$ cat config.mk
export PLATFORM = sky130hd
export DESIGN_NAME = deskew_ctrl
export DESIGN_NICKNAME = d
export VERILOG_FILES = /design/src/rtl/deskew_ctrl.sv
export SDC_FILE = /design/constraint.sdc
export NUM_CORES = 1
export LEC_CHECK = 0
export BUFFER_PORTS_ARGS = -buffer_cell sky130_fd_sc_hd__buf_2
export CAP_MARGIN = 20
export CELL_PAD_IN_SITES_DETAIL_PLACEMENT = 2
export CELL_PAD_IN_SITES_GLOBAL_PLACEMENT = 2
export CORE_MARGIN = 2
export CORE_UTILIZATION = 23
export CTS_CLUSTER_DIAMETER = 80
export CTS_CLUSTER_SIZE = 16
export DETAILED_ROUTE_END_ITERATION = 8
export GPL_ROUTABILITY_DRIVEN = 0
export MAX_ROUTING_LAYER = met4
export PLACE_DENSITY_LB_ADDON = 0.1
export SLEW_MARGIN = 10
export SYNTH_ARGS = -nofsm -noshare
export SYNTH_HDL_FRONTEND = slang
export SYNTH_SLANG_ARGS = --single-unit
$ cat constraint.sdc
create_clock -name clk_i -period 2.35 [get_ports clk_i]
set_input_delay 0.1175 -clock clk_i [delete_from_list [all_inputs] [get_ports clk_i]]
set_output_delay 0.1175 -clock clk_i [all_outputs]
set_load 0.03 [all_outputs]
$ cat src/rtl/deskew_ctrl.sv
// deskew_ctrl: lane-alignment controller for the deskew datapath.
// Drives NUM_LANES per-lane FIFOs through write / read / sync-clear strobes.
// Each lane's writes are gated until its alignment marker arrives; the
// marker-to-marker spread is measured, and once every lane has marked,
// lock-step reads are released so all FIFO outputs present the same word.
//
// Ports:
//   clk_i, rst_ni       clock, asynchronous active-low reset
//   enable_i            run alignment; low returns the block to IDLE
//   lane_valid_i/data_i per-lane input words (lane i at [i*DATA_WIDTH +: DATA_WIDTH])
//   fifo_empty_i/full_i per-lane FIFO flags
//   out_ready_i         downstream accepts an aligned word set
//   fifo_wr_en_o        per-lane write enables (combinational)
//   fifo_rd_en_o        per-lane read enables (combinational, all bits equal)
//   fifo_sclr_o         per-lane sync clears (registered, all bits equal)
//   out_valid_o         FIFO data_out valid (read strobe delayed one cycle)
//   aligned_o           high while locked
//   align_err_o         one-cycle error pulse
//   skew_max_o          first-to-last marker spread at the last lock

// Per-lane marker detect and write gating.
module deskew_lane #(
  parameter int                    DATA_WIDTH = 8,
  parameter logic [DATA_WIDTH-1:0] MARKER     = 8'hBC
) (
  input  logic                  valid_i,
  input  logic [DATA_WIDTH-1:0] data_i,
  input  logic                  seen_i,
  input  logic                  hunt_i,     // HUNT or WAIT_ALL
  input  logic                  aligned_i,
  output logic                  mark_o,
  output logic                  wr_en_o
);
  assign mark_o = valid_i && (data_i == MARKER);
  // While hunting, the marker itself is the first word written.
  assign wr_en_o = aligned_i ? valid_i
                             : (hunt_i && valid_i && (seen_i || mark_o));
endmodule

module deskew_ctrl #(
  parameter int                    NUM_LANES  = 4,
  parameter int                    DATA_WIDTH = 8,
  parameter logic [DATA_WIDTH-1:0] MARKER     = 8'hBC,
  parameter int                    MAX_SKEW   = 16,
  parameter int                    SKEW_WIDTH = 5
) (
  input  logic                            clk_i,
  input  logic                            rst_ni,
  input  logic                            enable_i,
  input  logic [NUM_LANES-1:0]            lane_valid_i,
  input  logic [NUM_LANES*DATA_WIDTH-1:0] lane_data_i,
  input  logic [NUM_LANES-1:0]            fifo_empty_i,
  input  logic [NUM_LANES-1:0]            fifo_full_i,
  input  logic                            out_ready_i,
  output logic [NUM_LANES-1:0]            fifo_wr_en_o,
  output logic [NUM_LANES-1:0]            fifo_rd_en_o,
  output logic [NUM_LANES-1:0]            fifo_sclr_o,
  output logic                            out_valid_o,
  output logic                            aligned_o,
  output logic                            align_err_o,
  output logic [SKEW_WIDTH-1:0]           skew_max_o
);
  localparam logic [SKEW_WIDTH-1:0] SKEW_LIM = SKEW_WIDTH'(MAX_SKEW);

  typedef enum logic [2:0] {
    S_IDLE, S_FLUSH, S_HUNT, S_WAIT_ALL, S_ALIGNED
  } state_e;

  state_e                 state_q;
  logic [NUM_LANES-1:0]   seen_q, seen_d;
  logic [SKEW_WIDTH-1:0]  skew_cnt_q, skew_max_q;
  logic                   sclr_q, out_valid_q, align_err_q;

  logic [NUM_LANES-1:0]   mark, wr_en;
  logic                   hunting, locked, rd;

  assign hunting = (state_q == S_HUNT) || (state_q == S_WAIT_ALL);
  assign locked  = (state_q == S_ALIGNED);

  for (genvar g = 0; g < NUM_LANES; g++) begin : g_lane
    deskew_lane #(.DATA_WIDTH(DATA_WIDTH), .MARKER(MARKER)) u_lane (
      .valid_i   (lane_valid_i[g]),
      .data_i    (lane_data_i[g*DATA_WIDTH +: DATA_WIDTH]),
      .seen_i    (seen_q[g]),
      .hunt_i    (hunting),
      .aligned_i (locked),
      .mark_o    (mark[g]),
      .wr_en_o   (wr_en[g])
    );
  end

  assign seen_d = seen_q | mark;
  // Lock-step read: only when every lane has a word to give.
  assign rd     = locked && out_ready_i && !(|fifo_empty_i);

  always_ff @(posedge clk_i or negedge rst_ni) begin
    if (!rst_ni) begin
      state_q     <= S_IDLE;
      seen_q      <= '0;
      skew_cnt_q  <= '0;
      skew_max_q  <= '0;
      sclr_q      <= 1'b0;
      out_valid_q <= 1'b0;
      align_err_q <= 1'b0;
    end else begin
      sclr_q      <= 1'b0;
      align_err_q <= 1'b0;
      out_valid_q <= rd;
      if (!enable_i && state_q != S_IDLE) begin
        state_q <= S_IDLE;
        sclr_q  <= 1'b1;
      end else begin
        case (state_q)
          S_IDLE: if (enable_i) begin
            state_q <= S_FLUSH;
            sclr_q  <= 1'b1;
          end
          S_FLUSH: begin
            seen_q     <= '0;
            skew_cnt_q <= '0;
            state_q    <= S_HUNT;
          end
          S_HUNT, S_WAIT_ALL: begin
            if (|(wr_en & fifo_full_i)) begin
              // Overflow while hunting: the captured alignment is unusable.
              state_q     <= S_FLUSH;
              sclr_q      <= 1'b1;
              align_err_q <= 1'b1;
            end else begin
              seen_q <= seen_d;
              if (&seen_d) begin
                // Completion wins over timeout in the same cycle.
                skew_max_q <= (state_q == S_HUNT) ? '0 : skew_cnt_q;
                state_q    <= S_ALIGNED;
              end else if (state_q == S_HUNT) begin
                if (|mark) begin
                  skew_cnt_q <= SKEW_WIDTH'(1);
                  state_q    <= S_WAIT_ALL;
                end
              end else if (skew_cnt_q == SKEW_LIM) begin
                state_q     <= S_FLUSH;
                sclr_q      <= 1'b1;
                align_err_q <= 1'b1;
              end else begin
                skew_cnt_q <= skew_cnt_q + SKEW_WIDTH'(1);
              end
            end
          end
          S_ALIGNED: if (|fifo_full_i) begin
            state_q     <= S_FLUSH;
            sclr_q      <= 1'b1;
            align_err_q <= 1'b1;
          end
          default: state_q <= S_IDLE;
        endcase
      end
    end
  end

  assign fifo_wr_en_o = wr_en;
  assign fifo_rd_en_o = {NUM_LANES{rd}};
  assign fifo_sclr_o  = {NUM_LANES{sclr_q}};
  assign out_valid_o  = out_valid_q;
  assign aligned_o    = locked;
  assign align_err_o  = align_err_q;
  assign skew_max_o   = skew_max_q;
endmodule
==> impl_metrics.json, run 1 <==
{
  "status": "complete, but fails checks",
  "violations": "setup timing",
  "grt-ovfl-total": 0,
  "postSynth.asyncResetShare_pct": 100.0,
  "core_region_area_um2": 6026,
  "max_cap_violations": 0,
  "p_leak_uw": 0.001025,
  "clock_tree.root_cell": "clkbuf_8",
  "initial_utilization_pct": 24.13,
  "cp.buffers_inverters": 0,
  "worstReg2RegStart": "state_q[2]",
  "fp.dieArea_um2": 6973,
  "antenna_violations_before_repair": 0,
  "layout_cells_excl_fill": 324,
  "slew_viol_final": 0,
  "setup_violations": 4,
  "ys.flop_type": "dfrtp_1",
  "crit_end": "skew_cnt_q[0]",
  "switchingPower_uw": 539.4,
  "route.detailed.wl_per_inst_um": 16.49,
  "vdd.ir_drop.worst_mv": 0.2562,
  "die-width_um": 83.51,
  "synth_area_per_inst_um2": 8.502,
  "rsz_0062_raised_after_global_routing": "yes",
  "regToRegEndpoint": "skew_cnt_q[0]",
  "synth.lib_cells_used.distinct": 46,
  "critical-path-top-cell-by-count": "or3b_4",
  "worst_hold_startpoint": "lane_valid_i[1]",
  "most_common_cell_after_layout_fill_and_taps_aside": "buf_2",
  "intPower_uw": 804.3,
  "yosys_warnings": 0,
  "drc_errors": 0,
  "maximum_number_of_pins_on_one_net_before_global_route_repair": 21,
  "worst_pin_slew_ps": 498.3,
  "cts_inserted_buffers": 3,
  "dr.pass1.iters": 4,
  "kind_of_end_point_of_the_critical_path": "flop",
  "dpl.hpwl_mm": 4.398,
  "placed_area_um2": 1933,
  "critical_path_depth": 7,
  "slowest_cp_cell": "or3b_4",
  "setup.reg_to_reg.worst_slack_ps": -20,
  "vias_per_cell": 4.849,
  "routed-via-count": 1571,
  "syn_area_um2": 1454,
  "startpoint": "state_q[2]",
  "timing.reg2reg.worst_path_depth": 7,
  "startpoint_type": "flop",
  "fraction_of_the_cycle_the_final_worst_path_needs_pct": 100.7,
  "clock_latency_reported_for_the_late_side_of_the_worst_skew_pair_ps": 270,
  "track_usage_pct": 16.23,
  "synth.yosys.seq_area_share_pct": 34.42,
  "final_hold_viol_count": 0,
  "postLayoutCellArea_um2": 2072,
  "synth_edf_count": 0,
  "crit_family": "simple AND/OR/NAND/NOR gates",
  "syn2layout_area_growth_pct": 42.51,
  "ys_ff_latch": 20,
  "final_net_count": 300,
  "worst_slack_ps": -17.03,
  "timing.fmax_mhz": 422.5,
  "netSwitchingFraction_pct": 40.14,
  "cts.htree.levels": 1,
  "timing.clock.skew_ps": 6.644,
  "worstHoldPathType": "in2reg",
  "slew_headroom_pct": 66.78,
  "die_h_um": 83.51,
  "wl_mm": 5.342,
  "std_cell_rows": 28,
  "timing.critical_path.fanout_max": 6,
  "dpl.cell_count": 315,
  "layout_min_cycle_time_ps": 2367,
  "clock_sink_count": 20,
  "layout.cells.most_common_list": "67 x buf_2, 22 x buf_4, 20 x nand2_1, 20 x dfrtp_1, 12 x nor2_1",
  "tritoncts_clock_tree": "yes",
  "path_clk_slew_ps": 90,
  "grt_pass1_wl_mm": 8.983,
  "port_buffers": 67,
  "number_of_standard_cells_after_synthesis": 171,
  "combPwrFrac_pct": 47.4,
  "worst_path_arrival_time_ps": 2530,
  "layout-drive-gt1-share_pct": 44.18,
  "drt_iter0_drc": 33,
  "cts.path.max_buffers": 2,
  "p_per_area_nw_per_um2": 648.5,
  "worst_path_largest_cell_delay_ps": 420,
  "cp_cell_sequence": "or3b_4, o21ai_4, a2111oi_4, nand3_2, a211oi_4, or3b_4, mux2_4",
  "vias_in_the_first_global_route": 1779,
  "worst-endpoint-required_ps": 2510,
  "clock_share_of_power_pct": 21.4,
  "num_io_pins": 68,
  "syn_nets": 221,
  "antenna_cells": 0,
  "critical_path_start_end_classification": "reg2reg",
  "seq_power_share_pct": 31.2,
  "postRouteAntennaNets": 0
}
tightest hold or removal path, cell delays in order:
cell and delay [ps]:
buf_2 110, a31oi_1 70, nor2_1 80
cell usage after synthesis, types with 3 or more instances:
library cell,number,share of area [%]
dfrtp_1,20,34
nand2_1,20,5.2
buf_4,13,6.7
nor2_1,12,3.1
inv_1,10,2.6
a21oi_1,9,3.1
o21ai_0,9,3.1
and3_1,8,3.4
nand2b_1,5,2.2
nor4_1,5,2.2
nand4_1,4,1.7
o21ai_1,4,1.4
a31oi_1,3,1.3
nor3_1,3,1.0
o22a_1,3,1.8
power by group through the flow:
stage / logic [uW] / registers [uW] / clock network, uW
6_report: 637 / 419 / 288
5_1_grt: 699 / 423 / 308
4_1_cts: 632 / 418 / 298
3_5_place_dp: 584 / 425 / 0
3_3_place_gp: 563 / 421 / 0
2_1_floorplan: 388 / 411 / 0
sequential cells by signal, indices dropped and copies added (netlist names):
signal / flops
align_err_o: 1
out_valid_o: 1
sclr_q: 1
seen_q: 4
skew_cnt_q: 5
skew_max_o: 5
state_q: 3
metal layers:
layer / part of all wire, % / GRT usage [%]
met5: 0 / -
met4: 0.94 / 3.959
met3: 3.2 / 1.286
met2: 53 / 28.81
met1: 43 / 20.07
stage by stage:
stage	total power (uW)	hold WS [ps]	util (%)	setup slack, ps	setup TNS, ps
after floorplan	799.9	-178.1	-	-94.86	-94.86
after detailed placement	1009	119.1	32.08	-131.4	-575.4
after CTS	1348	153.9	33.97	-1.206	-2.014
after global placement	983.4	107.6	32.08	-6.377	-19.42
after global routing	1430	193.0	34.39	-127.1	-582.8
final	1344	155.8	34.39	-17.03	-33.82
final cells by class:
type                            instances  area (um^2)
Inverter                               10        41.29
Clock buffer                            4        55.05
Fill cell                             727         3954
Tap cell                               75        93.84
Multi-Input combinational cell        123        839.6
Timing Repair Buffer                   92        541.8
Sequential cell                        20        500.5
cells by family (layout without fill, tap and decap cells):
kind of cell / count (synthesis) / in the layout / share of synthesized area, %
AND/OR/NAND/NOR: 75 / 75 / 28.66
AO/OA/AOI/OAI: 43 / 43 / 21.17
buffers and inverters: 28 / 106 / 11.70
flip-flops: 20 / 20 / 34.42
adder cells (fa/ha/maj): 2 / 2 / 1.721
multiplexers: 2 / 2 / 1.721
XOR/XNOR: 1 / 1 / 0.6025
how the worst min path moves through the flow:
stage                                to  slack (ps)  cells past startpoint
after detailed placement  skew_max_o[2]         120                      1
after global placement    skew_max_o[4]         110                      1
after CTS                     seen_q[1]         150                      3
final                         seen_q[1]         160                      3
after floorplan             align_err_o        -180                      0
after global routing        out_valid_o         190                      2
what timing repair did:
item | in CTS | in global routing
hold buffers | 1 | 0
cloned | 0 | 0
gates resized for setup | 7 | 2
hold endpoints to repair | 20 | 0
endpoints found under the setup margin | 5 | 5
setup buffers | 2 | 2
pin swaps | 3 | 3
Power figures use the tool's default switching activity.
==> run 2, diff against run 1 <==
--- a/config.mk
+++ b/config.mk
@@ -10,7 +10,7 @@
 export CELL_PAD_IN_SITES_DETAIL_PLACEMENT = 2
 export CELL_PAD_IN_SITES_GLOBAL_PLACEMENT = 2
 export CORE_MARGIN = 2
-export CORE_UTILIZATION = 23
+export CORE_UTILIZATION = 27
 export CTS_CLUSTER_DIAMETER = 80
 export CTS_CLUSTER_SIZE = 16
 export DETAILED_ROUTE_END_ITERATION = 8
==> constraint.sdc (replaced) <==
create_clock -name clk_i -period 2.81 [get_ports clk_i]
set_input_delay 0.1405 -clock clk_i [delete_from_list [all_inputs] [get_ports clk_i]]
set_output_delay 0.1405 -clock clk_i [all_outputs]
set_load 0.03 [all_outputs]
==> run 2 against run 1 <==
The flow now finishes without violations. Critical path depth is 1 higher. Register-to-register slack better by 190 ps. Flip-flop and latch count stayed put. Non-clock buffer count is 18 lower. First-iteration DRC count is 12% higher. Cell count is 7.4% lower. Setup slack better by 190 ps. Routed wire length is 8.9% lower. Largest power group unchanged. Highest routed layer unchanged.
==> impl_metrics.json, run 2 (same netlist as run 1, synthesis figures left out) <==
{
  "grt-ovfl-total": 0,
  "dpl.hpwl_mm": 4.113,
  "critical_path_start_end_classification": "reg2reg",
  "num_io_pins": 68,
  "maximum_number_of_pins_on_one_net_before_global_route_repair": 21,
  "final_net_count": 282,
  "most_common_cell_after_layout_fill_and_taps_aside": "buf_2",
  "drc_errors": 0,
  "worst_path_largest_cell_delay_ps": 490,
  "dr.pass1.iters": 4,
  "clock_latency_reported_for_the_late_side_of_the_worst_skew_pair_ps": 260,
  "syn2layout_area_growth_pct": 26.76,
  "layout_min_cycle_time_ps": 2637,
  "kind_of_end_point_of_the_critical_path": "flop",
  "routed-via-count": 1512,
  "die_h_um": 77.38,
  "antenna_cells": 0,
  "track_usage_pct": 17.98,
  "slew_headroom_pct": 51.33,
  "layout_cells_excl_fill": 300,
  "initial_utilization_pct": 28.29,
  "fin_setup_tns_ps": 0,
  "slowest_cp_cell": "or3b_1",
  "finish.utilization_pct": 35.86,
  "postRouteAntennaNets": 0,
  "worst_pin_slew_ps": 728.4,
  "vias_in_the_first_global_route": 1698,
  "std_cell_rows": 26,
  "dpl.cell_count": 296,
  "port_buffers": 67,
  "p_leak_uw": 0.0009244,
  "vdd.ir_drop.worst_mv": 0.2116,
  "setup_violations": 0,
  "drt_iter0_drc": 37,
  "timing.clock.skew_ps": 1.813,
  "die-width_um": 77.38,
  "cp_cell_sequence": "buf_4, nand2b_1, o21ai_2, a2111oi_4, nand3_2, a211oi_2, or3b_1, mux2_4",
  "status": "complete, no violations",
  "slew_viol_final": 0,
  "grt_pass1_wl_mm": 8.411,
  "layout.cells.most_common_list": "67 x buf_2, 20 x nand2_1, 20 x dfrtp_1",
  "timing.critical_path.fanout_max": 6,
  "max_cap_violations": 0,
  "fp.dieArea_um2": 5988,
  "cts.htree.levels": 1,
  "antenna_violations_before_repair": 0,
  "path_clk_slew_ps": 80,
  "timing.fmax_mhz": 379.3,
  "layout-drive-gt1-share_pct": 36.52,
  "fraction_of_the_cycle_the_final_worst_path_needs_pct": 93.83,
  "final_hold_viol_count": 0,
  "worst-endpoint-required_ps": 2960,
  "clock_tree.root_cell": "clkbuf_8",
  "core_region_area_um2": 5140,
  "rsz_0062_raised_after_global_routing": "no",
  "post_cts_buffers": 0,
  "cts.path.max_buffers": 2,
  "worst_path_arrival_time_ps": 2780,
  "route.detailed.wl_per_inst_um": 16.22,
  "startpoint_type": "flop",
  "cts_inserted_buffers": 3,
  "crit_family": "simple AND/OR/NAND/NOR gates",
  "clock_sink_count": 20,
  "cp.buffers_inverters": 1,
  "wl_mm": 4.866,
  "tritoncts_clock_tree": "yes",
  "vias_per_cell": 5.040,
  "p_per_area_nw_per_um2": 531.8,
  "worstHoldPathType": "in2reg"
}
==> run 2: cell types whose count changed in the layout (fill, tap and decap cells not counted), sizes merged <==
cell	before	now
buf	91	73
clkbuf	4	3
clkinvlp	1	0
inv	9	10
==> run 2: cell type report <==
class / count / area (um^2)
fillers: 647 / 3297
multi-input cells: 123 / 785.8
flip-flops and latches: 20 / 500.5
repair buffers: 74 / 390.4
well taps: 70 / 87.58
clock buffers: 3 / 41.29
inverters: 10 / 37.54
==> run 2: timing repair <==
item / CTS / global route
endpoints found under the setup margin: 0 / 1
gates resized for setup: 0 / 1
hold buffers: 1 / 0
hold endpoints to repair: 20 / 0
==> run 2: tightest hold or removal path, stage by stage <==
cell	delay, ps
buf_2	110
a31oi_1	70
nor2_1	80
==> run 2: through the flow <==
stage	cell area [um^2]	total power [uW]	setup slack, ps	hold WS (ps)
2_1_floorplan	1454	659.5	328.1	-155.1
3_3_place_gp	1789	767.1	212.0	113.8
3_5_place_dp	1789	793.9	92.30	127.4
4_1_cts	1841	987.7	51.06	189.1
5_1_grt	1843	1047	31.72	211.1
6_report	1843	980.2	173.4	187.8
==> run 2: report_power, final <==
group	internal [uW]	leakage, uW	switching [uW]
registers	318	0.000274	36.7
clock network	95.6	0.0000216	97.5
logic	167	0.000629	264
total	582	0.000924	399
==> run 2: metal layers <==
layer / vias to the layer above / global-route usage (%) / wire [um]
met5: - / - / 0
met2: 58 / 32.26 / 2507
li1: 725 / - / -
met4: 0 / 6.071 / 76
met1: 723 / 21.10 / 2100
met3: 6 / 1.628 / 182
==> run 2: path summary, 6_finish.rpt <==
path / end / start / slack (ps) / cells past startpoint
min in group asynchronous: out_valid_o / rst_ni / 360 / 2
min reg2reg: skew_max_o[2] / skew_max_o[2] / 490 / 2
min: seen_q[2] / lane_valid_i[2] / 190 / 3
max: skew_cnt_q[0] / state_q[1] / 170 / 8
max reg2reg: skew_cnt_q[0] / state_q[1] / 170 / 8
max in group asynchronous: seen_q[0] / rst_ni / 2140 / 2
==> run 3, diff against run 2 <==
--- a/config.mk
+++ b/config.mk
@@ -15,7 +15,6 @@
 export CTS_CLUSTER_SIZE = 16
 export DETAILED_ROUTE_END_ITERATION = 8
 export GPL_ROUTABILITY_DRIVEN = 0
-export MAX_ROUTING_LAYER = met4
 export PLACE_DENSITY_LB_ADDON = 0.1
 export SLEW_MARGIN = 10
 export SYNTH_ARGS = -nofsm -noshare
==> run 3 against run 2 <==
Maximum frequency decreased by 0.17%. Critical path depth unchanged. Setup slack lost 4.4 ps. Non-clock buffer count unchanged. Global-route usage down 0.51 points. Cell count is the same. First-iteration DRC count up 5.4%. Die area stayed put. Largest power group unchanged. Highest routed layer unchanged.
==> impl_metrics.json, run 3 (same netlist as run 1, synthesis figures left out) <==
{
  "cts.htree.levels": 1,
  "vias_in_the_first_global_route": 1707,
  "status": "complete, no violations",
  "die-width_um": 77.38,
  "timing.reg2reg.worst_path_depth": 8,
  "timing.fmax_mhz": 378.6,
  "worstHoldPathType": "in2reg",
  "maximum_number_of_pins_on_one_net_before_global_route_repair": 21,
  "route.detailed.wl_per_inst_um": 16.16,
  "drc_errors": 0,
  "clock_sink_count": 20,
  "cts.path.max_buffers": 2,
  "layout_min_cycle_time_ps": 2641,
  "worst-endpoint-required_ps": 2950,
  "layout-drive-gt1-share_pct": 36.52,
  "fp.dieArea_um2": 5988,
  "path_clk_slew_ps": 80,
  "placed_area_um2": 1789,
  "startpoint": "state_q[1]",
  "dr.pass1.iters": 4,
  "timing.critical_path.fanout_max": 6,
  "timing.clock.skew_ps": 4.402,
  "cp_cell_sequence": "buf_4, nand2b_1, o21ai_2, a2111oi_4, nand3_2, a211oi_2, or3b_1, mux2_4",
  "tritoncts_clock_tree": "yes",
  "crit_family": "simple AND/OR/NAND/NOR gates",
  "grt-ovfl-total": 0,
  "initial_utilization_pct": 28.29,
  "crit_end": "skew_cnt_q[0]",
  "worst_path_arrival_time_ps": 2790,
  "setup.reg_to_reg.worst_slack_ps": 170,
  "slew_headroom_pct": 50.87,
  "critical_path_depth": 8,
  "kind_of_end_point_of_the_critical_path": "flop",
  "antenna_cells": 0,
  "max_cap_violations": 0,
  "total_power_uw": 978.1,
  "drt_iter0_drc": 39,
  "rsz_0062_raised_after_global_routing": "no",
  "final.fill_count": 647,
  "layout.cells.most_common_list": "67 x buf_2, 20 x nand2_1, 20 x dfrtp_1",
  "critical_path_start_end_classification": "reg2reg",
  "core_region_area_um2": 5140,
  "worstReg2RegStart": "state_q[1]",
  "fin_setup_tns_ps": 0,
  "vias_per_cell": 5.043,
  "worst_pin_slew_ps": 735.4,
  "dpl.hpwl_mm": 4.113,
  "die_h_um": 77.38,
  "grt_pass1_wl_mm": 8.383,
  "cts_inserted_buffers": 3,
  "final_net_count": 282,
  "p_per_area_nw_per_um2": 530.7,
  "regToRegEndpoint": "skew_cnt_q[0]",
  "syn2layout_area_growth_pct": 26.76,
  "track_usage_pct": 17.47,
  "cp.buffers_inverters": 1,
  "finish.utilization_pct": 35.86,
  "p_leak_uw": 0.0009244,
  "worst_path_largest_cell_delay_ps": 490,
  "final_hold_viol_count": 0,
  "clock_latency_reported_for_the_late_side_of_the_worst_skew_pair_ps": 260,
  "std_cell_rows": 26,
  "most_common_cell_after_layout_fill_and_taps_aside": "buf_2",
  "worst_hold_path.num_cells": 3,
  "postLayoutCellArea_um2": 1843,
  "startpoint_type": "flop",
  "fraction_of_the_cycle_the_final_worst_path_needs_pct": 93.99,
  "postRouteAntennaNets": 0,
  "slowest_cp_cell": "or3b_1",
  "antenna_violations_before_repair": 0,
  "wl_mm": 4.848,
  "slew_viol_final": 0,
  "port_buffers": 67,
  "setup_violations": 0,
  "vdd.ir_drop.worst_mv": 0.2115,
  "routed-via-count": 1513,
  "num_io_pins": 68,
  "clock_tree.root_cell": "clkbuf_8"
}
-- run 3: cell counts in the layout (fill, tap and decap cells not counted) --
Identical to the previous run, type by type.
-- run 3: final cells by class --
type	count	area, um^2	share of cell area (%)
multi-input cells	123	785.8	42.63
inverters	10	37.54	2.037
clock buffers	3	41.29	2.240
repair buffers	74	390.4	21.18
well taps	70	87.58	4.752
flip-flops and latches	20	500.5	27.16
-- run 3: what timing repair did --
action | CTS | global route
hold buffers | 1 | 0
setup buffers | 0 | 0
resized for setup | 0 | 1
endpoints found under the setup margin | 0 | 1
endpoints found under the hold margin | 20 | 0
-- run 3: worst min path at each step --
| stage | from | end | slack [ps] |
|---|---|---|---|
| global route | lane_valid_i[2] | seen_q[2] | 210 |
| CTS | lane_valid_i[2] | seen_q[2] | 190 |
| detailed placement | rst_ni | out_valid_o | 130 |
| floorplan | rst_ni | align_err_o | -160 |
| global placement | rst_ni | out_valid_o | 110 |
| finish | lane_valid_i[2] | seen_q[2] | 190 |
-- run 3: worst min-delay path, stage by stage --
cell	delay (ps)
buf_2	110
a31oi_1	70
nor2_1	80
-- run 3: power by group --
| group | leakage, uW | switching [uW] | internal [uW] |
|---|---|---|---|
| clock network | 0.0000216 | 95.9 | 95.6 |
| logic | 0.000629 | 264 | 167 |
| registers | 0.000274 | 36.7 | 318 |
| total | 0.000924 | 397 | 581 |
-- run 3: stage by stage --
step / setup slack [ps] / cells / hold slack (ps)
2_1_floorplan: 328.1 / 171 / -155.1
5_1_grt: 31.84 / 300 / 211.1
3_5_place_dp: 92.30 / 296 / 127.4
4_1_cts: 51.06 / 300 / 189.1
3_3_place_gp: 212.0 / 296 / 113.8
6_report: 168.9 / 300 / 188.7
-- run 3: metal layers --
metal,wire length [um],global-route usage [%],vias to the layer above,share of wire (%)
li1,-,-,725,-
met1,2039,20.52,722,42
met2,2502,32.43,60,52
met3,229,2.209,6,4.7
met4,76,6.071,0,1.6
met5,0,0,-,0
